<file path="config.mk">
export PLATFORM = sky130hd
export DESIGN_NAME = psum_accumulator_flat
export DESIGN_NICKNAME = d
export VERILOG_FILES = /design/src/rtl/psum_accumulator_if.sv /design/src/rtl/psum_accumulator.sv /design/src/flat_wrapper.sv
export SDC_FILE = /design/constraint.sdc
export NUM_CORES = 1
export LEC_CHECK = 0
export CAP_MARGIN = 5
export CORE_MARGIN = 4
export CORE_UTILIZATION = 35
export CTS_BUF_LIST = sky130_fd_sc_hd__clkbuf_16
export CTS_CLUSTER_SIZE = 14
export DETAILED_ROUTE_END_ITERATION = 16
export GPL_TIMING_DRIVEN = 1
export PLACE_DENSITY = 0.58
export SLEW_MARGIN = 20
export SYNTH_ARGS = -nofsm -noshare
export SYNTH_HDL_FRONTEND = slang
export SYNTH_SLANG_ARGS = --single-unit
</file>
<file path="constraint.sdc">
create_clock -name clk_i -period 9 [get_ports clk_i]
set_input_delay 0.9 -clock clk_i [delete_from_list [all_inputs] [get_ports clk_i]]
set_output_delay 0.9 -clock clk_i [all_outputs]
set_load 0.02 [all_outputs]
</file>
<file path="src/rtl/psum_accumulator_if.sv">
// Handshake bundle for psum_accumulator: term input stream and result output register.
// The slave modport is the accumulator; the master modport is the producer/consumer side.
interface psum_accumulator_if #(
  parameter int W         = 16,
  parameter int CNT_WIDTH = 4
);
  logic                 in_valid_i;
  logic                 in_ready_o;
  logic [W-1:0]         data_i;
  logic                 out_valid_o;
  logic                 out_ready_i;
  logic [W-1:0]         out_sum_o;
  logic                 out_ovf_o;
  logic [CNT_WIDTH-1:0] term_cnt_o;

  modport slave (
    input  in_valid_i, data_i, out_ready_i,
    output in_ready_o, out_valid_o, out_sum_o, out_ovf_o, term_cnt_o
  );

  modport master (
    output in_valid_i, data_i, out_ready_i,
    input  in_ready_o, out_valid_o, out_sum_o, out_ovf_o, term_cnt_o
  );
endinterface

</file>
<file path="src/rtl/psum_accumulator.sv">
// Windowed signed partial-sum accumulator with sticky overflow and a one-entry output register.
// Define PSUM_ACC_SATURATE_EN to clamp on overflow instead of wrapping.
module psum_accumulator #(
  parameter int I_WIDTH   = 8,
  parameter int F_WIDTH   = 8,
  parameter int ACC_LEN   = 9,
  parameter int CNT_WIDTH = 4
) (
  input  logic                  clk_i,
  input  logic                  rst_i,
  psum_accumulator_if.slave     bus
);
  localparam int W = I_WIDTH + F_WIDTH;
  localparam logic [CNT_WIDTH-1:0] LAST_CNT = CNT_WIDTH'(ACC_LEN - 1);

  logic signed [W-1:0]  acc_q, acc_d;
  logic [CNT_WIDTH-1:0] term_cnt_q, term_cnt_d;
  logic                 ovf_sticky_q, ovf_sticky_d;
  logic [W-1:0]         out_sum_q, out_sum_d;
  logic                 out_ovf_q, out_ovf_d;
  logic                 out_valid_q, out_valid_d;

  logic                 is_last;
  logic                 in_ready;
  logic                 accept;
  logic signed [W-1:0]  base;
  logic signed [W:0]    next_sum;
  logic                 term_ovf;
  logic                 ovf_window;
  logic signed [W-1:0]  stored;

`ifdef PSUM_ACC_SATURATE_EN
  localparam logic signed [W-1:0] SAT_MAX = {1'b0, {(W-1){1'b1}}};
  localparam logic signed [W-1:0] SAT_MIN = {1'b1, {(W-1){1'b0}}};
`endif

  // Datapath: one W+1 bit signed add; the extra bit exposes signed overflow.
  // NOTE: every variable assigned in always_comb gets a value on every path, so no latch is inferred.
  always_comb begin
    is_last  = (term_cnt_q == LAST_CNT);
    // The final term stalls only while a finished result is still waiting to be taken.
    in_ready = !(is_last && out_valid_q && !bus.out_ready_i);
    accept   = bus.in_valid_i && in_ready;

    base       = (term_cnt_q == '0) ? '0 : acc_q;
    next_sum   = {base[W-1], base} + {bus.data_i[W-1], bus.data_i};
    term_ovf   = (next_sum[W] != next_sum[W-1]);
    ovf_window = ((term_cnt_q == '0) ? 1'b0 : ovf_sticky_q) | term_ovf;

`ifdef PSUM_ACC_SATURATE_EN
    if (term_ovf) begin
      stored = next_sum[W] ? SAT_MIN : SAT_MAX;
    end else begin
      stored = next_sum[W-1:0];
    end
`else
    stored = next_sum[W-1:0];
`endif
  end

  always_comb begin
    acc_d        = acc_q;
    term_cnt_d   = term_cnt_q;
    ovf_sticky_d = ovf_sticky_q;
    out_sum_d    = out_sum_q;
    out_ovf_d    = out_ovf_q;
    out_valid_d  = out_valid_q;

    if (out_valid_q && bus.out_ready_i) begin
      out_valid_d = 1'b0;
    end

    if (accept) begin
      if (is_last) begin
        // A final accept overrides a same-cycle drain, keeping the register full.
        out_sum_d    = stored;
        out_ovf_d    = ovf_window;
        out_valid_d  = 1'b1;
        acc_d        = '0;
        term_cnt_d   = '0;
        ovf_sticky_d = 1'b0;
      end else begin
        acc_d        = stored;
        term_cnt_d   = term_cnt_q + 1'b1;
        ovf_sticky_d = ovf_window;
      end
    end
  end

  // NOTE: sequential state uses non-blocking assignments so every flop samples pre-edge values.
  always_ff @(posedge clk_i) begin
    if (rst_i) begin
      acc_q        <= '0;
      term_cnt_q   <= '0;
      ovf_sticky_q <= 1'b0;
      out_sum_q    <= '0;
      out_ovf_q    <= 1'b0;
      out_valid_q  <= 1'b0;
    end else begin
      acc_q        <= acc_d;
      term_cnt_q   <= term_cnt_d;
      ovf_sticky_q <= ovf_sticky_d;
      out_sum_q    <= out_sum_d;
      out_ovf_q    <= out_ovf_d;
      out_valid_q  <= out_valid_d;
    end
  end

  assign bus.in_ready_o  = in_ready;
  assign bus.out_valid_o = out_valid_q;
  assign bus.out_sum_o   = out_sum_q;
  assign bus.out_ovf_o   = out_ovf_q;
  assign bus.term_cnt_o  = term_cnt_q;
endmodule

</file>
<file path="src/flat_wrapper.sv">
// flat-port wrapper written by rule: the top's interface ports become plain ports
module psum_accumulator_flat 
#(
  parameter int I_WIDTH   = 8,
  parameter int F_WIDTH   = 8,
  parameter int ACC_LEN   = 9,
  parameter int CNT_WIDTH = 4
)
  (clk_i, rst_i, bus_in_valid_i, bus_data_i, bus_out_ready_i, bus_in_ready_o, bus_out_valid_o, bus_out_sum_o, bus_out_ovf_o, bus_term_cnt_o);
  psum_accumulator_if #(.CNT_WIDTH(CNT_WIDTH)) bus_i ();
  input  logic clk_i;
  input  logic rst_i;
  input wire logic [$bits(bus_i.in_valid_i)-1:0] bus_in_valid_i;
  input wire logic [$bits(bus_i.data_i)-1:0] bus_data_i;
  input wire logic [$bits(bus_i.out_ready_i)-1:0] bus_out_ready_i;
  output wire logic [$bits(bus_i.in_ready_o)-1:0] bus_in_ready_o;
  output wire logic [$bits(bus_i.out_valid_o)-1:0] bus_out_valid_o;
  output wire logic [$bits(bus_i.out_sum_o)-1:0] bus_out_sum_o;
  output wire logic [$bits(bus_i.out_ovf_o)-1:0] bus_out_ovf_o;
  output wire logic [$bits(bus_i.term_cnt_o)-1:0] bus_term_cnt_o;
  assign bus_i.in_valid_i = bus_in_valid_i;
  assign bus_i.data_i = bus_data_i;
  assign bus_i.out_ready_i = bus_out_ready_i;
  assign bus_in_ready_o = bus_i.in_ready_o;
  assign bus_out_valid_o = bus_i.out_valid_o;
  assign bus_out_sum_o = bus_i.out_sum_o;
  assign bus_out_ovf_o = bus_i.out_ovf_o;
  assign bus_term_cnt_o = bus_i.term_cnt_o;
  psum_accumulator #(.I_WIDTH(I_WIDTH), .F_WIDTH(F_WIDTH), .ACC_LEN(ACC_LEN), .CNT_WIDTH(CNT_WIDTH)) u_core (.clk_i(clk_i), .rst_i(rst_i), .bus(bus_i));
endmodule
</file>
* Word-level counts from Yosys, hierarchy flattened *
Cells that the tools add are included.

word-level totals
  bits in registers = 39
  bits of input ports = 20
  output and inout port bits = 23
  word-level logic and storage cells = 27

operators by class
  add/sub/neg operators = 2
  eq/ne operators = 2
  muxes and demuxes = 8
  bitwise operators = 1
  reductions and logical operators = 8

operators with widths
  kind                 count
  $mux 16              2
  $add 16x16->17       1
  $mux 1               5
  $add 4x1->4 const B  1
  $eq 4x4->1 const B   1
  $logic_and 1x1->1    4
  $logic_not 4->1      1
  $mux 4               1
  $logic_not 1->1      2
  $reduce_and 2->1     1
  $ne 1x1->1           1
  $or 1x1->1           1

* Longest topological paths before layout *
  word-level depth = 6
  mapped depth = 14
  depth with buffers taken out = 13

* Least setup slack after synthesis *
No wires, ideal clock.

  path type = register -> register
  start = register u_core.term_cnt_q[0] (netlist: u_core.bus.term_cnt_o[0])
  end = register u_core.out_sum_q[14] (netlist: u_core.bus.out_sum_o[14])
  library setup time = 0.086 ns
  arrival time = 3.006 ns
  data required time = 8.914 ns
  slack = 5.909 ns
  stages on the path, launching flop included = 14
  buffers on the path = 0
  period minus slack after synthesis = 3.091 ns
  cells stage by stage = dfxtp_1 inv_1 ha_1 nand2b_1 nor2_1 nor2b_1 ha_1 fa_1 a211oi_1 o21ai_0 a2111oi_0 nor3_1 xnor2_1 a211oi_1

on the way
  word-level cells in the longest chain between the ends = 6
  elaborated cells on any way between the ends = 9
  those cells by class = add/sub (1); eq/ne (1); mux (1); reduce/logical (6)

ends and longest elaborated chain
  element                                                                 RTL line                 source
  start, declared                                                         psum_accumulator.sv:17   logic [CNT_WIDTH-1:0] term_cnt_q, term_cnt_d;
  start signal, assigned                                                  psum_accumulator.sv:101  term_cnt_q <= term_cnt_d;
  parallel branches: the longest is 6 deep, another holds $add 16x16->17  -
  end signal, assigned                                                    psum_accumulator.sv:103  out_sum_q <= out_sum_d;
  end, declared                                                           psum_accumulator.sv:19   logic [W-1:0] out_sum_q, out_sum_d;

Several ways; the timed one is not identified.
A chain may end at the register's enable or synchronous reset.

* Worst setup path in the final report *
Same ends and word-level chain as after synthesis.

==> run metrics <==
switch share=between 20% and 30%; Worst path max stage delay=between 0.5 and 0.6 ns; Post-synth EDFFs=0; footprint of the multi-input gates=about 0.0015 mm^2; PnR Total Power=0.458 mW; full die area=just over 0.008 mm^2; sequential-to-total area share from yosys stat=about a third; # DRC=0; Final Hold Vio Count=0; area fraction of the dominant cell type after synthesis=between 30% and 40%; Reg2Reg Setup Slack=~5.4 ns; Reg area=approximately 780 um^2; Comb pwr share=roughly 17%; FP Rows=29; area growth from synthesis to layout=26.8%; hold endpoint=u_core.acc_q[8]$_SDFFE_PP0P_; total grt overflow=0; pin count of the biggest net entering global routing=40; CP Class=reg2reg; hold depth=2; asr flop ratio synth=0%; vias in the first global route=between 2k and 2.5k; Max VDD drop=~100 uV; Max Clk Rate=between 0.2 and 0.3 GHz; total number of vias=2,125; Reg clk slew, reported paths=0.06 ns; Placer Congestion=around 0.84; post_cts resized=0; TritonCTS clock tree=yes; RSZ-0062 raised after global routing=no; FF-to-FF End=u_core.bus.out_sum_o[14]$_SDFFE_PP0P_; WP data required=9.19 ns; detailed-route wire length=6140 um; Pre-Repair DR Iteration Count=4; dpl cells=around 400; first-pass GRT wire length=between 9000 and 10,000 um; Netlist cell types=47; Clock Latency Late Sink=between 0.2 and 0.3 ns; Final setup viols=0; critical path capture point type=flop; Num CTS Buffers=5; Max-Cap Viols=0; TNS Setup=0 ns; WP buf/inv=1; power share of the sequential group=40.0%; die width=89.7 um; initial core utilization=between 30% and 40%; Post-Syn Nets=between 300 and 400; Total Routing Usage GR=between 10% and 20%; DP Wirelength=~4500 um; #FFs+latches synth=39; cell taking the most area after synthesis=dfxtp_1; initial antenna violation count=0; # fillers=a little over 600; max-slew violations=0; Max FO, Critical Path=16; vias per inst=between 5 and 6; outcome=finished clean; share of cells above drive strength 1=under 10%; Net Sw Power=0.116 mW; CTS Buffer Depth=2; slew of the pin with the lowest slew margin=around 0.67 ns; Main synth FF type=dfxtp_1; Root Buffer=clkbuf_16; port bufs=42; post-CTS setup repair buffer count=0; Data arrival, critical path=3.83 ns; # hold bufs at CTS=0; pwr dens=155 mW/mm^2; leakage=~1.1 nW; Synth Warn #=0; hold_sp=u_core.acc_q[8]$_SDFFE_PP0P_; n_diodes=0; final setup skew=0.00486 ns; io pins=43; Hold Path Class=reg2reg; slowest CP cell=nor2_2; Worst R2R Path Depth=13; Critical Path Start Type=flop; CP Depth=13; initial DRC count=97; Die Span Y=~90 um; P_int=~0.34 mW; H-tree lvl count=2; DR WL/cell=15.4 um; fin cells=400; Synth Instances=287; Core Region=between 0.006 and 0.007 mm^2; period utilisation layout=between 40% and 50%; Crit path max-delay family=compound AO/OA/AOI/OAI gates; Slew headroom=between 50% and 60%; critical path cell sequence=inv_1 -> ha_1 -> nand2b_1 -> nor2_2 -> nor2b_1 -> ha_1 -> fa_1 -> a211oi_1 -> o21ai_0 -> a2111oi_0 -> nor3_1 -> xnor2_1 -> a211oi_1; clock power share=between 40 and 50%; layout net count=between 300 and 400; launch point of the worst reg-to-reg path=u_core.bus.term_cnt_o[0]$_SDFFE_PP0P_; clk sink count=39; Syn Std Cell Area=0.00234 mm^2; Mapped Avg Cell Area=8.14 um^2; post-route ant nets=0; top post-synthesis cells by area=dfxtp_1 33%, ha_1 9.6%, a21oi_1 5.6%; Tmin final=3.64 ns
state kept, by name, summed over array words and instances (netlist names):
register                cells
u_core.acc_q               16
u_core.bus.out_sum_o       16
u_core.bus.term_cnt_o       4
u_core.bus.out_ovf_o        1
u_core.bus.out_valid_o      1
u_core.ovf_sticky_q         1
worst register-to-register path, stage by stage, from the launching register on:
cell and delay (ns):
dfxtp_1 0.37, inv_1 0.08, ha_1 0.23, nand2b_1 0.12
nor2_2 0.52, nor2b_1 0.12, ha_1 0.25, fa_1 0.44
a211oi_1 0.27, o21ai_0 0.20, a2111oi_0 0.42, nor3_1 0.12
xnor2_1 0.16, a211oi_1 0.25
stage by stage:
stage                     util [%]  instance area (um^2)  hold WS, ns  setup WS, ns
after floorplan                  -                  2340        0.417          5.91
after global routing          46.1                  2960        0.473          5.07
after global placement        43.5                  2800        0.429          5.26
after detailed placement      43.5                  2800        0.439          5.11
final                         46.1                  2960        0.448          5.36
after CTS                     46.1                  2960        0.452          5.07
worst max-delay path by stage:
stage,startpoint,to,slack [ns]
finish,u_core.bus.term_cnt_o[0]$_SDFFE_PP0P_,u_core.bus.out_sum_o[14]$_SDFFE_PP0P_,5.36
global route,u_core.bus.term_cnt_o[0]$_SDFFE_PP0P_,u_core.bus.out_sum_o[14]$_SDFFE_PP0P_,5.07
CTS,u_core.bus.term_cnt_o[0]$_SDFFE_PP0P_,u_core.bus.out_sum_o[14]$_SDFFE_PP0P_,5.07
detailed placement,u_core.bus.term_cnt_o[0]$_SDFFE_PP0P_,u_core.bus.out_sum_o[14]$_SDFFE_PP0P_,5.11
global placement,u_core.bus.term_cnt_o[0]$_SDFFE_PP0P_,u_core.bus.out_sum_o[14]$_SDFFE_PP0P_,5.26
floorplan,u_core.bus.term_cnt_o[0]$_SDFFE_PP0P_,u_core.bus.out_sum_o[14]$_SDFFE_PP0P_,5.91
synth_stat cells, types with 5 or more instances:
library cell,instances
a211oi_1,11
o21ai_0,16
ha_1,18
a21oi_1,26
dfxtp_1,39
clkbuf_1,12
nand2b_1,5
a21o_1,6
nor2_1,26
xnor2_1,11
nand2_1,34
nor2b_1,18
a22oi_1,7
per-layer routing:
layer,share of wire (%),wire length [um],GRT usage [%],vias to the layer above
met5,0,0,0,-
met3,4.3,267,3.83,4
met4,0.75,46,3.65,0
met2,48,2970,27.0,38
li1,-,-,-,1091
met1,47,2860,20.2,992
cell type report:
type                    instances  area share (%)
inverters                       3           0.380
clock inverters                 3            1.31
multi-input cells             229            49.8
repair buffers                 44            14.7
flip-flops and latches         39            26.4
clock buffers                   5            4.22
well taps                      77            3.25
logic make-up after synthesis:
kind of cell    Yosys count  share of synthesized area, %
simple gates            106                          22.7
fa+ha+maj                19                          10.5
xor+xnor                 15                          5.62
compound gates           88                          23.8
mux                       1                         0.429
flops                    39                          33.4
buf+inv                  19                          3.53
power by group through the flow:
stage / Clock (mW) / Combinational, mW / Sequential (mW)
after floorplan: 0 / 0.0529 / 0.187
after global placement: 0 / 0.0790 / 0.187
after detailed placement: 0 / 0.0783 / 0.187
after CTS: 0.202 / 0.0791 / 0.183
after global routing: 0.208 / 0.0869 / 0.184
final: 0.196 / 0.0789 / 0.183
layout by cell type (no fill, tap or decap), types with 3 or more instances in the layout:
cell / n
a21o_1: 6
a22oi_1: 7
nand2b_1: 5
dfxtp_1: 39
nor2_1: 25
nand2_1: 34
clkbuf_16: 5
nand3_1: 4
a21oi_1: 26
nor3_1: 4
ha_1: 18
o21ai_0: 16
clkdlybuf4s50_1: 42
xnor2_1: 11
xor2_1: 4
o211ai_1: 4
inv_1: 3
nor2b_1: 18
a211oi_1: 11
Note: power is estimated with default switching activity, not from simulation.
